$ cat config.mk
export PLATFORM = sky130hd
export DESIGN_NAME = ctrl_seq
export DESIGN_NICKNAME = d
export VERILOG_FILES = /design/src/rtl/ctrl_pkg.sv /design/src/rtl/ctrl_decode.sv /design/src/rtl/ctrl_seq.sv
export SDC_FILE = /design/constraint.sdc
export NUM_CORES = 1
export LEC_CHECK = 0
export CORE_MARGIN = 5
export CORE_UTILIZATION = 42
export DETAILED_ROUTE_END_ITERATION = 7
export PLACE_DENSITY = 0.86
export RECOVER_POWER = 25
export SYNTH_ARGS = -nofsm -noshare
export SYNTH_HDL_FRONTEND = slang
export SYNTH_SLANG_ARGS = --single-unit
$ cat constraint.sdc
create_clock -name clk -period 2.3 [get_ports clk]
set_clock_uncertainty 0.05 [all_clocks]
set_input_delay 0.345 -clock clk [delete_from_list [all_inputs] [get_ports clk]]
set_output_delay 0.345 -clock clk [all_outputs]
set_load 0.1 [all_outputs]
$ cat src/rtl/ctrl_pkg.sv
// ctrl_pkg: shared definitions for the sequenced control unit.
//   - 3-bit opcode encodings (OP_STP .. OP_LD)
//   - sequencer state enum
//   - decode bundle width and bit positions {branch, ld, wrt_reg, wrt_mem, immed}
//   - registered output struct used by ctrl_seq
package ctrl_pkg;

  localparam logic [2:0] OP_STP  = 3'b000;
  localparam logic [2:0] OP_SHF  = 3'b001;
  localparam logic [2:0] OP_BNEG = 3'b010;
  localparam logic [2:0] OP_NOR  = 3'b011;
  localparam logic [2:0] OP_ADD  = 3'b100;
  localparam logic [2:0] OP_ADDI = 3'b101;
  localparam logic [2:0] OP_ST   = 3'b110;
  localparam logic [2:0] OP_LD   = 3'b111;

  typedef enum logic [1:0] {
    IDLE      = 2'd0,
    RUN       = 2'd1,
    LOAD_WAIT = 2'd2,
    HALT      = 2'd3
  } ctrl_state_e;

  localparam int BUNDLE_W    = 5;
  localparam int BIT_BRANCH  = 4;
  localparam int BIT_LD      = 3;
  localparam int BIT_WRT_REG = 2;
  localparam int BIT_WRT_MEM = 1;
  localparam int BIT_IMMED   = 0;

  // Every control output of ctrl_seq, registered as one word.
  typedef struct packed {
    logic pc_adv;
    logic branch_taken;
    logic ld_inst;
    logic wrt_reg;
    logic wrt_mem;
    logic immed;
    logic stall;
    logic illegal;
    logic done;
  } ctrl_out_t;

endpackage

$ cat src/rtl/ctrl_decode.sv
// ctrl_decode: combinational opcode decoder.
// Ports:
//   opcode  in  OPCODE_W  opcode field of the fetched instruction
//   bundle  out BUNDLE_W  {branch, ld, wrt_reg, wrt_mem, immed}
//   is_stp  out 1         opcode is stp (legal)
//   illegal out 1         opcode not in the map (non-zero upper bits)
import ctrl_pkg::*;

module ctrl_decode #(
  parameter int OPCODE_W = 3
) (
  input  logic [OPCODE_W-1:0] opcode,
  output logic [BUNDLE_W-1:0] bundle,
  output logic                is_stp,
  output logic                illegal
);

  logic upper_nz;

  always_comb begin
    // Opcode bits above the 3-bit map must be zero for a legal instruction.
    upper_nz = (opcode >> 3) != '0;
    bundle   = '0;
    is_stp   = 1'b0;
    illegal  = upper_nz;
    if (!upper_nz) begin
      case (opcode[2:0])
        OP_STP:                  is_stp = 1'b1;
        OP_SHF, OP_NOR, OP_ADD:  bundle = 5'b00100;
        OP_ADDI:                 bundle = 5'b00101;
        OP_ST:                   bundle = 5'b00010;
        OP_BNEG:                 bundle = 5'b10000;
        OP_LD:                   bundle = 5'b01100;
        default:                 illegal = 1'b1;
      endcase
    end
  end

endmodule

$ cat src/rtl/ctrl_seq.sv
// ctrl_seq: sequenced control unit. Decodes each valid instruction and drives
// registered one-cycle control pulses; FSM handles start/halt, multi-cycle
// loads (with datapath stall) and flag-qualified branches.
// Ports:
//   clk, reset (async, active-high)   start: leave IDLE or HALT
//   instr/instr_valid: instruction from ROM; flag_neg/flag_zero sampled with it
//   pc_adv, branch_taken, ld_inst, wrt_reg, wrt_mem, immed, stall, illegal,
//   done: registered control outputs (done is held while halted)
// Handshake: instr is consumed on a rising edge where instr_valid=1 and the
// unit is in RUN; there is no back-pressure, stall tells upstream to hold.
import ctrl_pkg::*;

module ctrl_seq #(
  parameter int INSTR_W     = 9,
  parameter int OPCODE_W    = 3,
  parameter int LD_WAIT     = 2,
  parameter int BR_FLAG_SEL = 0
) (
  input  logic               clk,
  input  logic               reset,
  input  logic               start,
  input  logic [INSTR_W-1:0] instr,
  input  logic               instr_valid,
  input  logic               flag_neg,
  input  logic               flag_zero,
  output logic               pc_adv,
  output logic               branch_taken,
  output logic               ld_inst,
  output logic               wrt_reg,
  output logic               wrt_mem,
  output logic               immed,
  output logic               stall,
  output logic               illegal,
  output logic               done
);

  localparam int CNT_W = (LD_WAIT > 0) ? $clog2(LD_WAIT + 1) : 1;
  localparam logic [CNT_W-1:0] CNT_LOAD = CNT_W'(LD_WAIT);
  localparam logic [CNT_W-1:0] CNT_ONE  = CNT_W'(1);

  ctrl_state_e          state_q, state_d;
  logic [CNT_W-1:0]     cnt_q, cnt_d;
  ctrl_out_t            out_q, out_d;

  logic [BUNDLE_W-1:0]  dec_bundle;
  logic                 dec_stp;
  logic                 dec_illegal;
  logic                 br_flag;
  logic                 unused_instr_bits;

  // Operand bits are consumed by the datapath, not here.
  assign unused_instr_bits = ^instr[INSTR_W-OPCODE_W-1:0];
  assign br_flag = (BR_FLAG_SEL != 0) ? flag_zero : flag_neg;

  ctrl_decode #(
    .OPCODE_W(OPCODE_W)
  ) u_decode (
    .opcode (instr[INSTR_W-1 -: OPCODE_W]),
    .bundle (dec_bundle),
    .is_stp (dec_stp),
    .illegal(dec_illegal)
  );

  always_comb begin
    state_d = state_q;
    cnt_d   = cnt_q;
    out_d   = '0;
    unique case (state_q)
      IDLE: begin
        if (start) state_d = RUN;
      end
      RUN: begin
        if (instr_valid) begin
          if (dec_illegal) begin
            out_d.pc_adv  = 1'b1;
            out_d.illegal = 1'b1;
          end else if (dec_stp) begin
            state_d    = HALT;
            out_d.done = 1'b1;
          end else if (dec_bundle[BIT_LD] && (LD_WAIT > 0)) begin
            state_d       = LOAD_WAIT;
            cnt_d         = CNT_LOAD;
            out_d.ld_inst = 1'b1;
            out_d.stall   = 1'b1;
          end else begin
            out_d.pc_adv       = 1'b1;
            out_d.branch_taken = dec_bundle[BIT_BRANCH] & br_flag;
            out_d.ld_inst      = dec_bundle[BIT_LD];
            out_d.wrt_reg      = dec_bundle[BIT_WRT_REG];
            out_d.wrt_mem      = dec_bundle[BIT_WRT_MEM];
            out_d.immed        = dec_bundle[BIT_IMMED];
          end
        end
      end
      LOAD_WAIT: begin
        // Last wait cycle: the read data is ready, write it back and advance.
        if (cnt_q <= CNT_ONE) begin
          state_d       = RUN;
          cnt_d         = '0;
          out_d.ld_inst = 1'b1;
          out_d.wrt_reg = 1'b1;
          out_d.pc_adv  = 1'b1;
        end else begin
          cnt_d         = cnt_q - CNT_ONE;
          out_d.ld_inst = 1'b1;
          out_d.stall   = 1'b1;
        end
      end
      HALT: begin
        if (start) state_d = RUN;
        else       out_d.done = 1'b1;
      end
      default: state_d = IDLE;
    endcase
  end

  always_ff @(posedge clk or posedge reset) begin
    if (reset) begin
      state_q <= IDLE;
      cnt_q   <= '0;
      out_q   <= '0;
    end else begin
      state_q <= state_d;
      cnt_q   <= cnt_d;
      out_q   <= out_d;
    end
  end

  assign pc_adv       = out_q.pc_adv;
  assign branch_taken = out_q.branch_taken;
  assign ld_inst      = out_q.ld_inst;
  assign wrt_reg      = out_q.wrt_reg;
  assign wrt_mem      = out_q.wrt_mem;
  assign immed        = out_q.immed;
  assign stall        = out_q.stall;
  assign illegal      = out_q.illegal;
  assign done         = out_q.done;

endmodule

After elaboration in Yosys (flattened, before gate mapping)
Index checks and enable logic that the tools add are counted.
{"block": "totals", "ff_bits": 13, "in_bits": 15, "wordCells": 65}
{"block": "classes", "addsub": 1, "magnitude_cmp": 1, "n_eq_ne": 16, "n_mux": 28, "bitwise_logic": 1, "reduce_logical": 7}
{"op": "$pmux 5 s5", "n": 1}
{"op": "$mux 2", "n": 10}
{"op": "$eq 3x3->1 const B", "n": 4}
{"op": "$mux 9", "n": 1}
{"op": "$mux 1", "n": 8}
{"op": "$ne 2x2->1 const B", "n": 4}
{"op": "$pmux 2 s2", "n": 2}
{"op": "$reduce_and 4->1", "n": 2}
{"op": "$mux 7", "n": 1}
{"op": "$eq 3x2->1 const B", "n": 2}
{"op": "$pmux 1 s2", "n": 3}
{"op": "$pmux 2 s3", "n": 1}
{"op": "$eq 2x2->1 const B", "n": 2}
{"op": "$eq 3x1->1 const B", "n": 1}
{"op": "$logic_not 3->1", "n": 1}
{"op": "$mux 3", "n": 1}
{"op": "$ne 3x3->1 const B", "n": 1}
{"op": "$reduce_or 3->1", "n": 1}
{"op": "$eq 2x1->1 const B", "n": 1}
{"op": "$le 2x1->1 const B", "n": 1}
{"op": "$logic_not 2->1", "n": 1}
{"op": "$ne 2x1->1 const B", "n": 1}
{"op": "$reduce_bool 2->1", "n": 1}
{"op": "$reduce_or 2->1", "n": 1}
{"op": "other kinds (2)", "n": 2}

Depth between registers and ports, before layout
{"block": "logic_depth", "ltp_word": 8, "depth_mapped": 6, "ltp_nobuf": 5}

By module
A second synthesis with hierarchy kept.
{"block": "unflattened", "cells_unflattened": 66, "area_unflattened_um2": 668.1}
{"mod": "ctrl_seq", "instances": 1, "cells_each": 56, "area_each_um2": 610.6, "seq_area_each_um2": 325.3}
{"mod": "ctrl_decode", "instances": 1, "cells_each": 10, "area_each_um2": 57.6, "seq_area_each_um2": 0.0}

Least setup slack after synthesis
OpenSTA, ideal clock, no wires.
{"block": "synth_path", "kind": "flip-flop to flip-flop", "startpoint": "register state_q[1]", "endpoint": "register state_q[1]", "setup_ps": 121, "arrival_time_ps": 1438, "setup_slack_ps": 691, "path_stages_with_launch": 7, "path_buffers": 1, "period_less_slack_ps": 1609, "cell_sequence": "dfrtp_1 inv_1 ha_1 buf_2 nor2b_1 or3_1 o22a_1"}
{"block": "synth_via", "elab_cells_between_ends": 11, "classes_between": "eq/ne: 7; mux: 1; reduce/logical: 3"}
{"item": "from (decl)", "line": "ctrl_seq.sv:41", "text": "ctrl_state_e state_q, state_d;"}
{"item": "from (signal assigned)", "line": "ctrl_seq.sv:123", "text": "state_q <= state_d;"}
{"item": "$eq 2x2->1 or $logic_not 2->1 (tied branches)", "line": "ctrl_seq.sv:68", "text": "unique case (state_q)"}
{"item": "$reduce_or 2->1 (no source line)"}
{"item": "$pmux 2 s3 (*)", "line": "ctrl_seq.sv:68"}
{"item": "via state_d[1]", "line": "ctrl_seq.sv:41"}
Mark *: on every way through the listed nets, which the timed path passes. The rest lies on a longest branch.
A chain may end at the register's enable or synchronous reset.

Final worst setup path
{"block": "layout_path", "startpoint": "register state_q[0]", "endpoint": "register state_q[0]"}
{"block": "layout_via", "elab_chain_len": 4, "elab_cells_between_ends": 11, "classes_between": "eq/ne: 7; mux: 1; reduce/logical: 3"}
{"item": "$eq 2x2->1 or $logic_not 2->1 (tied branches)", "line": "ctrl_seq.sv:68"}
{"item": "$reduce_or 2->1 (no source line)"}
{"item": "$ne 2x1->1 (no source line)"}
{"item": "$reduce_and 4->1 (no source line)"}
Parallel ways exist; a longest one is shown, timed or not.

==> results.json <==
{
  "die_h_um": 50.0,
  "syn2layout_area_growth_pct": 24.6,
  "r2r_setup_slack_ns": 0.48,
  "criticalPathCategory": "reg2reg",
  "status": "completed",
  "synth_seq_cells": 12,
  "cts_tree": "yes",
  "cts_resized": 0,
  "overflow": 0,
  "gp_congestion": 0.789,
  "power_density_nw_per_um2": 1140,
  "htreeDepth": 1,
  "path_clk_slew_ns": 0.08,
  "first_pass_iters": 4,
  "synth.area.top_cells": "dfrtp_1, ha_1, a2111oi_4",
  "max_stage_delay_ns": 0.38,
  "rsz0062_at_grt": "no",
  "report.final.slew_viol_count": 0,
  "grt_use_total_pct": 11.8,
  "endpoint_kind": "register",
  "routed_wl_um": 1370,
  "io_buffers": 15,
  "synthCells": 65,
  "cts_hold_buffers": 0,
  "fin_setup_tns_ns": 0,
  "fmax_ghz": 0.550,
  "multi_input_area_um2": 317,
  "cts_setup_buffers": 0,
  "path_max_fanout": 5,
  "drc": 0,
  "viasPerCell": 5.76,
  "r2r-end": "state_q[0]",
  "r2r-start": "state_q[0]",
  "clockRootBuffer": "clkbuf_4",
  "fin_crit_ns": 1.82,
  "vias": 559,
  "yosysTopAreaCellShare_pct": 44.7,
  "grt_pass1_wl_um": 2290,
  "die_w_um": 50.0,
  "syn-num-nets": 83,
  "clockBufferDepth": 2,
  "ant_nets": 0,
  "cp_slowest_cell": "dfrtp_1",
  "drive_gt1_share_pct": 23.5,
  "antenna_found_initial": 0,
  "required_ns": 2.43,
  "ir_worst_vdd_mv": 0.430,
  "power_uw": 954,
  "largest_registers": "cnt_q x2, state_q x2",
  "finalCritPeriodShare_pct": 79.0,
  "dieArea_um2": 2500,
  "seqCellArea_um2": 300,
  "grt_max_degree": 13,
  "netlist_area_um2": 672,
  "finalHoldViolCount": 0,
  "core-area_um2": 1510,
  "synth_top_area_cell": "dfrtp_1",
  "reg2regPathDepth": 5,
  "crit_buf_inv": 1,
  "fill_cells": 142,
  "maxCapViolations": 0,
  "cpLargestDelayFamily": "simple AND/OR/NAND/NOR gates",
  "worstPathCellList": "inv_1 > ha_1 > nor2b_1 > or3_1 > a211oi_1",
  "final_nets": 100,
  "num_antenna_cells": 0,
  "hold_class": "in2async",
  "ios": 24,
  "drt_iter0_drc": 9,
  "yosysMostFrequentCell": "dfrtp_1",
  "synth_edf_count": 0,
  "cp.arrival_ns": 1.95,
  "row_count": 14,
  "p_leak_nw": 0.393,
  "ys_top_cells_by_count": "dfrtp_1, a21oi_1, inv_1",
  "routedWlPerCell_um": 14.2,
  "syn_avg_cell_area_um2": 10.3,
  "async_reset_ff_share_pct": 100,
  "clock-sinks": 12,
  "cts_buffers": 3,
  "ys.flop_type": "dfrtp_1",
  "ys_seq_area_share_pct": 44.7,
  "clock_latency_ns": 0.27,
  "initial_core_util_pct": 44.6,
  "crit_path_start_kind": "register",
  "yosysUniqueCellTypes": 33,
  "grt_pass1_vias": 540,
  "ys_warn_count": 0,
  "hpwl_um": 1010,
  "setup_viol": 0
}
## stage by stage
stage / cells / cell area, um2 / hold slack [ns] / utilization, % / setup slack [ns]
floorplan: 65 / 672 / 0.160 / - / 0.691
global placement: 93 / 801 / 0.476 / 53.2 / 0.352
detailed placement: 93 / 801 / 0.504 / 53.2 / 0.313
CTS: 97 / 837 / 0.356 / 55.6 / 0.486
global route: 97 / 837 / 0.542 / 55.6 / 0.418
finish: 97 / 837 / 0.457 / 55.6 / 0.482
## power breakdown
group          internal, mW  switching, mW
Combinational         0.146          0.349
Sequential            0.259         0.0300
Clock                0.0961         0.0728
## placed cells by master (no fill, tap or decap)
cell	instances
a2111oi_4	1
a211oi_1	1
a21o_1	1
a21oi_1	5
a311o_1	1
and2_1	1
and3_1	1
and3_2	1
and4b_2	1
buf_4	10
clkbuf_4	3
clkbuf_8	1
clkdlybuf4s50_1	6
conb_1	1
dfrtp_1	12
dlygate4sd3_1	1
ha_1	3
inv_1	5
nand2_1	3
nand2b_1	4
nand3_1	2
nand3b_1	1
nand4_1	3
nor2_1	1
nor2b_1	2
nor3_1	1
nor4_1	1
o21ai_0	1
o22a_1	1
o311a_2	1
o311ai_0	1
o41ai_1	1
or2_1	1
or3_1	1
or3_4	1
## worst max path at each step
stage | start | end | slack (ns) | depth (start not counted)
2_1_floorplan | state_q[1] | state_q[1] | 0.69 | 6
3_3_place_gp | instr[8] | state_q[1] | 0.35 | 4
3_5_place_dp | instr[8] | state_q[1] | 0.31 | 4
4_1_cts | state_q[0] | state_q[0] | 0.49 | 5
5_1_grt | state_q[1] | state_q[0] | 0.42 | 5
6_report | state_q[0] | state_q[0] | 0.48 | 5
## routing by layer
layer / up-vias / wire [um] / track usage [%] / part of all wire (%)
met5: - / 0 / 0 / 0
met4: 0 / 13 / 4.37 / 0.95
met3: 4 / 117 / 4.52 / 8.5
met2: 18 / 708 / 20.3 / 52
met1: 276 / 534 / 12.8 / 39
li1: 261 / - / - / -
## layout make-up
class | instances | area share (%)
well taps | 16 | 2.39
repair buffers | 17 | 17.3
flip-flops and latches | 12 | 35.9
inverters | 5 | 2.24
multi-input cells | 43 | 37.8
clock buffers | 4 | 4.33
## cells by family after synthesis
group                    count (synthesis)  synth area share (%)
AND/OR/NAND/NOR                         25                  23.1
AO/OA/AOI/OAI                           14                  17.9
flip-flops                              12                  44.7
buffers and inverters                   10                  8.19
adder cells (fa/ha/maj)                  3                  5.59
other                                    1                 0.558
Note: power is estimated with default switching activity, not from simulation.
